`src/rtl/sram_port_controller.sv`:
```
// rtl/sram_port_controller.sv - single-word responder driving a 256Kx16 asynchronous SRAM
module sram_port_controller #(
  parameter int ADDR_W      = 18,
  parameter int DATA_W      = 16,
  parameter int WAIT_CYCLES = 2
) (
  input  logic              clk,
  input  logic              rst,
  input  logic              req_valid,
  output logic              req_ready,
  input  logic              req_we,
  input  logic [1:0]        req_be,
  input  logic [ADDR_W-1:0] req_addr,
  input  logic [DATA_W-1:0] req_wdata,
  output logic              resp_valid,
  output logic [DATA_W-1:0] resp_rdata,
  output logic [ADDR_W-1:0] sram_addr,
  input  logic [DATA_W-1:0] sram_dq_in,
  output logic [DATA_W-1:0] sram_dq_out,
  output logic              sram_dq_oe,
  output logic              sram_ce_n,
  output logic              sram_oe_n,
  output logic              sram_we_n,
  output logic              sram_ub_n,
  output logic              sram_lb_n
);

  // Final ACCESS cycle index; WAIT_CYCLES is limited to 2..15 so it fits the 4-bit counter.
  localparam logic [3:0] LAST = 4'(WAIT_CYCLES - 1);

  typedef enum logic [1:0] {
    IDLE   = 2'd0,
    ACCESS = 2'd1,
    DONE   = 2'd2
  } state_t;

  state_t              state, state_next;
  logic [3:0]          cnt;
  logic                we_q;
  logic [1:0]          be_q;
  logic [ADDR_W-1:0]   addr_q;
  logic [DATA_W-1:0]   wdata_q;
  logic [DATA_W-1:0]   rdata_q;

  // State register.
  always_ff @(posedge clk) begin
    if (rst) state <= IDLE;
    else     state <= state_next;
  end

  // Request latch, access counter and read-data capture on the last ACCESS edge.
  always_ff @(posedge clk) begin
    if (rst) begin
      cnt     <= '0;
      we_q    <= 1'b0;
      be_q    <= '0;
      addr_q  <= '0;
      wdata_q <= '0;
      rdata_q <= '0;
    end else begin
      case (state)
        IDLE: begin
          if (req_valid) begin
            we_q    <= req_we;
            be_q    <= req_be;
            addr_q  <= req_addr;
            wdata_q <= req_wdata;
            cnt     <= '0;
          end
        end
        ACCESS: begin
          cnt <= cnt + 4'd1;
          if (cnt == LAST && !we_q) rdata_q <= sram_dq_in;
        end
        default: ;
      endcase
    end
  end

  // Next-state logic: one handshake yields exactly one fixed-length access and one response.
  always_comb begin
    state_next = state;
    case (state)
      IDLE:    if (req_valid) state_next = ACCESS;
      ACCESS:  if (cnt == LAST) state_next = DONE;
      DONE:    state_next = IDLE;
      default: state_next = IDLE;
    endcase
  end

  // Output decode from state, counter and latched request only; WE rises one cycle early for hold time.
  always_comb begin
    req_ready  = 1'b0;
    resp_valid = 1'b0;
    sram_ce_n  = 1'b1;
    sram_oe_n  = 1'b1;
    sram_we_n  = 1'b1;
    sram_ub_n  = 1'b1;
    sram_lb_n  = 1'b1;
    sram_dq_oe = 1'b0;
    case (state)
      IDLE: req_ready = 1'b1;
      ACCESS: begin
        sram_ce_n = 1'b0;
        if (we_q) begin
          sram_dq_oe = 1'b1;
          sram_we_n  = (cnt == LAST);
          sram_ub_n  = ~be_q[1];
          sram_lb_n  = ~be_q[0];
        end else begin
          sram_oe_n = 1'b0;
          sram_ub_n = 1'b0;
          sram_lb_n = 1'b0;
        end
      end
      DONE: resp_valid = 1'b1;
      default: ;
    endcase
  end

  assign sram_addr   = addr_q;
  assign sram_dq_out = wdata_q;
  assign resp_rdata  = rdata_q;

endmodule

```
`config.mk`:
```
export PLATFORM = sky130hd
export DESIGN_NAME = sram_port_controller
export DESIGN_NICKNAME = d
export VERILOG_FILES = /design/src/rtl/sram_port_controller.sv
export SDC_FILE = /design/constraint.sdc
export NUM_CORES = 1
export LEC_CHECK = 0
export ABC_AREA = 1
export BUFFER_PORTS_ARGS = -buffer_cell sky130_fd_sc_hd__buf_2
export CORE_AREA = 2 2 71 73
export CTS_BUF_LIST = sky130_fd_sc_hd__clkbuf_8
export DETAILED_ROUTE_END_ITERATION = 8
export DIE_AREA = 0 0 73 75
export HOLD_SLACK_MARGIN = 0.03
export PLACE_DENSITY = 0.95
export RECOVER_POWER = 25
export SLEW_MARGIN = 20
export SYNTH_ARGS = -nofsm -noshare
export SYNTH_HDL_FRONTEND = slang
export SYNTH_SLANG_ARGS = --single-unit
```
`constraint.sdc`:
```
create_clock -name clk -period 4 [get_ports clk]
set_clock_uncertainty 0.1 [all_clocks]
set_input_delay 0.8 -clock clk [delete_from_list [all_inputs] [get_ports clk]]
set_output_delay 0.8 -clock clk [all_outputs]
set_load 0.005 [all_outputs]
```
# --- After elaboration in Yosys (flattened, before gate mapping) ---
# Index checks and enable logic that the tools add are counted.
word_totals:
  reg_bits: 59
  inputBits: 56
  output_inout_bits: 58
  word_cells: 40
op_classes:
  add_sub_neg: 1
  n_eq_ne: 5
  mux: 17
  n_bitwise: 2
  reduce_logical: 8
ops:
  columns: ["cell", "n"]
  rows:
  - ["two-way mux 1 bit", 12]
  - ["one-hot mux 4 bit (2 select lines)", 1]
  - ["AND reduction 2 bit", 4]
  - ["adder 4 x 1 -> 4 bit, second input constant", 1]
  - ["== test 4 x 1 -> 1 bit, second input constant", 1]
  - ["two-way mux 2 bit", 2]
  - ["two-way mux 4 bit", 1]
  - ["!= test 2 bit, second input constant", 2]
  - ["one-hot mux 2 bit (2 select lines)", 1]
  - ["== test 2 x 1 -> 1 bit, second input constant", 1]
  - ["== test 2 bit, second input constant", 1]
  - ["zero test 2 bit", 1]
  - ["inverter 1 bit", 2]
  - ["nonzero test 2 bit", 1]
  - ["logical AND 1 bit", 1]
  - ["zero test 1 bit", 1]

# --- Longest topological paths before layout ---
depth:
  depth_word: 3
  mapped_depth: 8
  mapped_depth_nobuf: 7

# --- Worst setup path before layout ---
# No wires, ideal clock.
synth_path:
  kind: "reg2out"
  start: "register cnt[0]"
  end: "output port sram_we_n"
  arrival_time_ns: 0.920
  t_required_ns: 3.100
  setup_slack_ns: 2.180
  path_stages_with_launch: 4
  cell_sequence: "dfxtp_1 -> ha_1 -> nand3_1 -> nand2_1"
synth_via:
  elab_chain_len: 3
synth_lines:
  columns: ["element", "line_no", "source"]
  rows:
  - ["from (decl)", "38", "logic [3:0] cnt;"]
  - ["from (signal assigned)", "72", "cnt <= cnt + 4'd1;"]
  - ["== test 4 x 1 -> 1 bit", "107", "sram_we_n = (cnt == LAST);"]
  - ["two-way mux 1 bit", "105", "if (we_q) begin"]
  - ["two-way mux 1 bit", "101", "case (state)"]
  - ["to (decl)", "23", "output logic sram_we_n,"]
# Every way passes these cells.

# --- Worst setup path in the final report ---
# Same ends and word-level chain as after synthesis.

==> flow_summary.yaml <==
routing:
  drc: 0
  viasPerCell: 4.87
  antenna_left: 0
  first_pass_iters: 4
  drt_iter0_markers: 58
  num_vias: 2244
  wl_mm: 5.35
  post_drt_wl_per_cell_um: 11.6
placement:
  dp_hpwl_mm: 3.84
  place_area_sq_um: 2840
  place_ws_ns: 1.89
  gp_congestion: 0.748
  port_buffers: 113
  dp.cells: 447
timing:
  period_share_pct: 59.3
  setup_viol: 0
  timing_hold_violations_final: 0
  tightest_slew_ns: 0.616
  period_needed_ns: 2.37
  slew_headroom_pct: 58.9
  fmax_ghz: 0.422
  setup_ws_ns: 1.63
  holdWs_ns: 0.378
  tns_ns: 0
  rsz0062_at_grt: "false"
  maxSlewViolCount: 0
worst_hold_path:
  holdPathStages: 2
  hold_class: "register to register"
layout:
  final_util_pct: 64.9
  final_nets: 462
  finalNonFillerCells: 461
  drive_gt1_share_pct: 31.2
  syn2layout_area_growth_pct: 33.1
  fin_area_sq_um: 3030
  antenna_cells: 0
cts:
  clock_sinks: 59
  cts_tree: "built"
  clock_path_buffers: 2
  cts-root-buf: "clkbuf_8"
  htree_levels: 3
  cts.repair.resized: 0
  post-cts-setup-buffer-count: 0
  clk_latency_ns: 0.32
  cts_inserted_buffers: 9
  cts_hold_buf: 0
  clk_pin_slew_ns: 0.06
logic_synthesis:
  synth_seq_cells: 59
  synth_area_sq_um: 2270
  yosys_warnings: 0
  synth_area_leaders: "dfxtp_1 (52%), nor2_1 (18%), o21ai_0 (7.0%)"
  yosysTopAreaCellShare_pct: 52.0
  synth.distinct_cells: 23
  syn_nets: 351
  yosysSeqAreaShare_pct: 52.0
  yosys.area.top_type: "dfxtp_1"
  syn_inst: 293
  avgSynthCellArea_sq_um: 7.76
critical_path:
  cp.arrival_ns: 1.47
  path_class: "register to output pin"
  rr_worst_depth: 6
  cp-start-kind: "register"
  slowest_stage: "dfxtp_1"
  crit_fanout: 6
  path_cells: "ha_1 > nand3_1 > nand2_1 > buf_2"
  slowest_delay_ns: 0.42
  worstPathRequired_ns: 3.10
  endpoint_kind: "output pin"
run_status:
  outcome: "complete, no violations"
die:
  row_count: 25
  dieArea_sq_um: 5480
  io_pins: 114
  die_x_um: 73
  die_y_um: 75
  start_util_pct: 48.8
  core_area_sq_um: 4660
power:
  p_leak_nw: 1.46
  power_mw: 1.39
  power_density_nw_per_um2: 458
  max-vdd-ir-drop_uv: 270
global_route:
  grt_pass1_vias: 1968
  grt_start_max_net_pins: 42
  antenna_found_initial: 0
  grt_pass1_wl_mm: 8.29
  overflow: 0
  grt_usage_pct: 20.0
run:
  cap_violations: 0
==> area by class of cell <==
| cell class | instances | area, sq um |
|---|---|---|
| clock buffer | 12 | 165 |
| clock inverter | 2 | 35.0 |
| fill | 415 | 1640 |
| inverter | 8 | 30.0 |
| multi-input combinational | 211 | 981 |
| sequential | 59 | 1180 |
| tap | 54 | 67.6 |
| timing repair buffer | 115 | 566 |
==> routing by layer <==
| layer | share of wire [%] | vias up | global-route usage [%] |
|---|---|---|---|
| met3 | 9.0 | 5 | 7.76 |
| met2 | 46 | 95 | 34.2 |
| met4 | 1.5 | 0 | 10.5 |
| met5 | 0 | - | 0 |
| met1 | 43 | 991 | 21.4 |
| li1 | - | 1153 | - |
==> Yosys cell counts <==
| library cell | instances |
|---|---|
| a21oi_1 | 6 |
| buf_2 | 5 |
| buf_4 | 3 |
| buf_6 | 1 |
| clkbuf_1 | 6 |
| clkinv_1 | 1 |
| dfxtp_1 | 59 |
| ha_1 | 2 |
| inv_1 | 3 |
| inv_2 | 4 |
| nand2_1 | 23 |
| nand2_2 | 1 |
| nand2_4 | 1 |
| nand3_1 | 5 |
| nand3b_1 | 16 |
| nand4_1 | 1 |
| nor2_1 | 111 |
| nor2_2 | 1 |
| nor2_4 | 2 |
| nor2_8 | 1 |
| nor3_1 | 1 |
| o21ai_0 | 32 |
| o21ai_1 | 8 |
==> flip-flops by register name, summed over array words and instances, names as in the netlist <==
name and flops:
cnt 4, resp_rdata 16, we_q 1, sram_dq_out 16, be_q 2, state 2
sram_addr 18
==> kinds of logic (layout without fill, tap and decap cells) <==
group                      after synthesis  in the layout  synth area share [%]
and+or+nand+nor                        163            163                  31.9
DFF                                     59             59                  52.0
buffers and inverters                   23            137                  4.90
adders and majority gates                2              2                  1.10
AOI/OAI and AO/OA                       46             46                  10.1
==> cells in the final DEF (no fill, tap or decap) <==
cell type / netlist / layout
nand4_1: 1 / 1
ha_1: 2 / 2
nand2_1: 23 / 23
a21oi_1: 6 / 6
nand2_2: 1 / 1
buf_4: 3 / 2
nor2_8: 1 / 1
nand3b_1: 16 / 16
inv_2: 4 / 4
nor2_4: 2 / 2
nor2_2: 1 / 1
nand2_4: 1 / 1
nand3_1: 5 / 5
clkbuf_1: 6 / 12
o21ai_1: 8 / 8
dfxtp_1: 59 / 59
o21ai_0: 32 / 32
nor2_1: 111 / 111
clkinv_1: 1 / 1
bufinv_16: 0 / 1
buf_2: 5 / 101
nor3_1: 1 / 1
inv_1: 3 / 3
clkbuf_8: 0 / 12
clkinv_2: 0 / 1
==> power breakdown <==
group / total, mW / switching (mW) / internal (mW)
Combinational: 0.192 / 0.109 / 0.0836
Sequential: 0.653 / 0.0227 / 0.630
Clock: 0.542 / 0.211 / 0.331
Total: 1.39 / 0.343 / 1.04
==> worst max-delay path: cells and delay by family (launching register included) <==
kind,cells,cell delay (ns)
DFF,1,0.42
buffers and inverters,1,0.12
adders and majority gates,1,0.20
and+or+nand+nor,2,0.40
==> worst paths after layout <==
path                         startpoint                      endpoint  slack, ns
max                 cnt[0]$_SDFFE_PP0P_                     sram_we_n       1.63
min          resp_rdata[5]$_SDFFE_PP0P_    resp_rdata[5]$_SDFFE_PP0P_       0.38
max reg2reg       state[1]$_SDFFE_PP0P_  sram_dq_out[13]$_SDFFE_PP0P_       2.31
min reg2reg  resp_rdata[5]$_SDFFE_PP0P_    resp_rdata[5]$_SDFFE_PP0P_       0.38
(Power assumes the default switching activity.)
